==> config.mk <==
export PLATFORM = sky130hd
export DESIGN_NAME = sram_bus_arbiter
export DESIGN_NICKNAME = d
export VERILOG_FILES = /design/src/rtl/sram_bus_arbiter.sv
export SDC_FILE = /design/constraint.sdc
export NUM_CORES = 1
export LEC_CHECK = 0
export BUFFER_PORTS_ARGS = -buffer_cell sky130_fd_sc_hd__clkbuf_2
export CAP_MARGIN = 5
export CORE_AREA = 8 8 100 102
export CTS_BUF_LIST = sky130_fd_sc_hd__clkbuf_4 sky130_fd_sc_hd__clkbuf_8
export CTS_CLUSTER_SIZE = 8
export DETAILED_ROUTE_END_ITERATION = 12
export DIE_AREA = 0 0 108 110
export PLACE_DENSITY = 0.68
export SLEW_MARGIN = 20
export SYNTH_ARGS = -nofsm -noshare
export SYNTH_HDL_FRONTEND = slang
export SYNTH_SLANG_ARGS = --single-unit
==> constraint.sdc <==
create_clock -name clk -period 1.8 [get_ports clk]
set_clock_uncertainty 0.1 [all_clocks]
set_input_delay 0.09 -clock clk [delete_from_list [all_inputs] [get_ports clk]]
set_output_delay 0.09 -clock clk [all_outputs]
set_load 0.005 [all_outputs]
==> src/rtl/sram_bus_arbiter.sv <==
// Shares one SRAM-like port between instruction fetch and data access, routing in-order responses via an owner-tag FIFO.
// Optional round-robin tie-break with macro SRAM_ARB_RR_EN; default is fixed data-over-inst priority.
module sram_bus_arbiter #(
  parameter int MAX_OUT = 2,
  parameter int ADDR_W  = 32,
  parameter int DATA_W  = 32
) (
  input  logic                clk,
  input  logic                reset,
  input  logic                inst_req,
  input  logic [ADDR_W-1:0]   inst_addr,
  output logic                inst_addr_ok,
  output logic                inst_data_ok,
  output logic [DATA_W-1:0]   inst_rdata,
  input  logic                data_req,
  input  logic                data_wr,
  input  logic [DATA_W/8-1:0] data_wstrb,
  input  logic [ADDR_W-1:0]   data_addr,
  input  logic [DATA_W-1:0]   data_wdata,
  output logic                data_addr_ok,
  output logic                data_data_ok,
  output logic [DATA_W-1:0]   data_rdata,
  output logic                mem_req,
  output logic                mem_wr,
  output logic [DATA_W/8-1:0] mem_wstrb,
  output logic [ADDR_W-1:0]   mem_addr,
  output logic [DATA_W-1:0]   mem_wdata,
  input  logic                mem_addr_ok,
  input  logic                mem_data_ok,
  input  logic [DATA_W-1:0]   mem_rdata
);

  localparam int PW = (MAX_OUT > 1) ? $clog2(MAX_OUT) : 1;
  localparam int CW = $clog2(MAX_OUT + 1);

  typedef enum logic [1:0] {IDLE, HOLD_I, HOLD_D} state_t;

  state_t             state;
  logic [CW-1:0]      cnt;
  logic [PW-1:0]      wr_ptr;
  logic [PW-1:0]      rd_ptr;
  logic [MAX_OUT-1:0] tags;
  logic               winner_d;
  logic               sel_d;
  logic               push;
  logic               pop;
  logic               can_acc;
  logic               head;

`ifdef SRAM_ARB_RR_EN
  logic last_grant;
  // On a tie, whoever did not win the previous accept goes first.
  assign winner_d = data_req & (~inst_req | ~last_grant);
`else
  assign winner_d = data_req;
`endif

  function automatic logic [PW-1:0] ptr_next(input logic [PW-1:0] p);
    return (p == PW'(MAX_OUT - 1)) ? '0 : p + 1'b1;
  endfunction

  assign head    = tags[rd_ptr];
  assign pop     = mem_data_ok & (cnt != '0) & ~reset;
  // A full FIFO may still accept when the same cycle's response frees a slot.
  assign can_acc = (cnt != CW'(MAX_OUT)) | pop;

  always_comb begin
    sel_d   = 1'b0;
    mem_req = 1'b0;
    case (state)
      IDLE: begin
        sel_d   = winner_d;
        mem_req = (inst_req | data_req) & can_acc;
      end
      HOLD_I: mem_req = can_acc;
      HOLD_D: begin
        sel_d   = 1'b1;
        mem_req = can_acc;
      end
      default: ;
    endcase
    if (reset) mem_req = 1'b0;
  end

  assign push         = mem_req & mem_addr_ok;
  assign mem_wr       = mem_req & sel_d & data_wr;
  assign mem_wstrb    = (mem_req & sel_d) ? data_wstrb : '0;
  assign mem_wdata    = (mem_req & sel_d) ? data_wdata : '0;
  assign mem_addr     = !mem_req ? '0 : (sel_d ? data_addr : inst_addr);
  assign inst_addr_ok = push & ~sel_d;
  assign data_addr_ok = push & sel_d;
  assign inst_data_ok = pop & ~head;
  assign data_data_ok = pop & head;
  assign inst_rdata   = mem_rdata;
  assign data_rdata   = mem_rdata;

  always_ff @(posedge clk or posedge reset) begin
    if (reset) begin
      state  <= IDLE;
      cnt    <= '0;
      wr_ptr <= '0;
      rd_ptr <= '0;
      tags   <= '0;
`ifdef SRAM_ARB_RR_EN
      last_grant <= 1'b0;
`endif
    end else begin
      if (push) begin
        tags[wr_ptr] <= sel_d;
        wr_ptr       <= ptr_next(wr_ptr);
`ifdef SRAM_ARB_RR_EN
        last_grant   <= sel_d;
`endif
      end
      if (pop) rd_ptr <= ptr_next(rd_ptr);
      case ({push, pop})
        2'b10:   cnt <= cnt + 1'b1;
        2'b01:   cnt <= cnt - 1'b1;
        default: cnt <= cnt;
      endcase
      case (state)
        IDLE:    if (mem_req && !mem_addr_ok) state <= sel_d ? HOLD_D : HOLD_I;
        HOLD_I,
        HOLD_D:  if (push) state <= IDLE;
        default: state <= IDLE;
      endcase
    end
  end

endmodule

==> results by group <==
Drt
  – DRC Markers: 0
  – Final wirelength: 9.55 mm
  – Iter 0 DRT Violations: 48
  – DR vias: 2322
  – Post-route ant nets: 0
  – Avg WL per Cell: 18.7 microns
  – Detailed Routing Iterations Pass 1: 4
  – Vias per cell: 4.54

Timing
  – Worst Max-Slew Pin Slew: 327 ps
  – Setup violators final: 73
  – Peak Freq: between 500 and 600 MHz
  – Hold Vio Cnt, Final: 0
  – Total negative slack: -10160 ps
  – Final Slew Violations: 0
  – RSZ-0062 raised after global routing: true
  – Tcrit/Tclk final: 110%
  – Minimum hold slack: roughly 80 ps
  – Post-route setup slack: -173 ps
  – Minimum clock period after layout: between 1500 and 2000 ps
  – Slew margin rel.: 78.1%

Global routing
  – Antenna violations before repair: 0
  – Congestion Overflow GR: 0
  – Overall global routing resource usage: 14.0%
  – First-pass GRT wire length: ~13 mm
  – Largest net degree at the start of global routing: 33
  – Vias in the first global route: 2544

Placement
  – Port Buf Inserts: 180
  – GP Congestion: 0.864
  – HPWL after DPL: between 6 and 7 mm

Clock network
  – Reg clk slew, reported paths: 40 ps
  – Skew-Pair Late Insertion Delay: 230 ps
  – Clock root cell: clkbuf_8
  – Sink Count: 8
  – Clock buffer depth: 2
  – CTS tree: done
  – CTS HTree Levels: 1
  – Cts bufs inserted: 3

Critical path
  – CP max FO: 8
  – Arr. time, crit path: between 1500 and 2000 ps
  – CP endpoint kind: output port
  – Reg2Reg Launch Point: state[1]
  – Setup crit start kind: register
  – WS Path Type: register to output port
  – Worst setup path startpoint: state[1]
  – Worst endpoint required time: 1610 ps

Worst hold path
  – Hold wc startpoint: mem_rdata[0]
  – Worst hold-check path type: input pin to output port

Synthesis
  – Seq/Total Area, Yosys: ~11%
  – Synth Area in Adders: about 2.1%
  – Synth cell count leaders: buf_4 (65), nand2_1 (64), and2_1 (38)
  – Most frequent cell after synthesis: buf_4
  – Complex-gate fraction of the synthesized area: 17.9%
  – Xor and xnor area share after synthesis: 1.50%
  – Post-synthesis mux area share: 0.570%
  – #FFs+latches synth: 8
  – Cell count after synthesis: 269
  – Top_reg_cell synth: dfrtp_1
  – Mapped Avg Cell Area: 6.53 sq um
  – Top cells by area, synth: buf_4 (28%), nand2_1 (14%), and2_1 (14%)
  – Synth Area in Simple Gates: between 30% and 40%
  – Number of synthesized flops with an enable pin: 0
  – Mapped cell area: 0.00176 sq mm
  – Synth unique cells: 37
  – Largest family of logic cells by synthesized area: buffers and inverters
  – Yosys warning total: 0
  – FFs w/ async S/R, synth: 100%
  – Area share of the largest cell type after synthesis: 27.8%
  – Synth area leader: buf_4
  – Syn nets: 411

Floorplanning
  – Die Y: 110 microns
  – Die X: 108 microns
  – Row cnt: 34
  – Die ar.: 0.0119 sq mm
  – Top-level I/O count: 277
  – Effective utilization at floorplan: roughly a fifth
  – CORE AREA: 0.00847 sq mm

Layout
  – Layout Area Growth over Synthesis: 70.7%
  – Ant. Diodes: 0
  – Layout cell share with drive strength beyond 1: 71.0%
  – Nets: 548
  – Fill cell count: 914

Pwr
  – Total power: between 3 and 4 mW
  – Power Density: about 1300 mW/mm^2
  – Max IR drop VDD: 0.539 mV
  – Leak: between 1.5 and 2 nW

Status
  – Failing checks: setup timing
  – Outcome: finished, violations left

Flow run
  – Max-cap violations: 0
-- repair_timing --
| item | CTS | global route |
|---|---|---|
| resized for setup | 59 | 49 |
| cloned | 11 | 3 |
| endpoints found under the hold margin | 8 | 0 |
| setup endpoints to repair | 73 | 77 |
| buffers inserted | 10 | 1 |
| hold buffers | 1 | 0 |
| pin swaps | 50 | 7 |
-- through the flow --
stage | instances | instance area (sq um) | setup WS, ps | utilization (%)
finish | 512 | 3000 | -173 | 35.4
global route | 512 | 3000 | -238 | 35.4
CTS | 509 | 2810 | -184 | 33.2
detailed placement | 485 | 2330 | -34.8 | 27.5
global placement | 485 | 2330 | 15.3 | 27.5
floorplan | 269 | 1770 | 13.0 | -
-- layout by cell type, fill, tap and decap left out, drive strengths merged --
master / instances
nor2b: 1
mux2i: 1
and3: 8
a21oi: 35
nand2: 64
and2: 38
o21bai: 1
nor3b: 1
xor2: 1
buf: 37
a31oi: 1
o21ai: 2
nand2b: 2
o211a: 1
inv: 5
o2111ai: 1
o21a: 1
a311o: 1
or4: 1
xnor2: 2
o31ai: 1
a41oi: 1
a21o: 2
nor3: 1
nor2: 5
o211ai: 2
dlygate4sd3: 1
nand3: 3
ha: 3
nor4: 1
a22o: 1
clkbuf: 169
or3b: 2
dfrtp: 8
-- final cells by class --
cell class	count	area, sq um	share of cell area (%)
clock buffers	3	41.3	1.38
inverters	5	18.8	0.626
multi-input cells	184	1300	43.4
well taps	108	135	4.51
flip-flops and latches	8	201	6.72
repair buffers	204	1300	43.4
-- logic make-up after synthesis --
group,after synthesis
simple gates,119
buf+inv,85
compound gates,50
flops,8
xor+xnor,3
fa+ha+maj,3
mux,1
-- where the power goes --
part | internal, mW | leakage [nW] | switching [mW]
sequential | 0.262 | 0.0989 | 0.0932
clock | 0.145 | 0.0216 | 0.0718
combinational | 1.80 | 1.53 | 1.63
-- registers in the layout (all words and copies together) (netlist names) --
| signal | flops |
|---|---|
| cnt | 2 |
| rd_ptr | 1 |
| state | 2 |
| tags | 2 |
| wr_ptr | 1 |
-- path summary, 6_finish.rpt --
kind	to	slack [ps]	cells after the start
setup / recovery	mem_wstrb[2]	-170	7
hold / removal	inst_rdata[0]	80	0
setup reg to reg	state[0]	-170	8
hold reg to reg	rd_ptr	400	1
max in group asynchronous	cnt[0]	1050	3
min in group asynchronous	rd_ptr	280	3
-- worst max-delay path, stage by stage, from the launching register on --
cell	delay (ps)
dfrtp_1	410
inv_2	90
ha_4	200
a21o_1	160
a22o_4	260
and3_4	200
and2_4	130
clkbuf_2	110
-- metal layers --
layer / up-vias / part of all wire [%] / global-route usage (%)
met5: - / 0 / 0
met4: 0 / 2.0 / 3.96
met3: 25 / 11 / 5.23
met2: 161 / 51 / 26.8
met1: 1046 / 36 / 13.8
li1: 1090 / - / -
No activity file was read; power rests on OpenSTA's default activity.
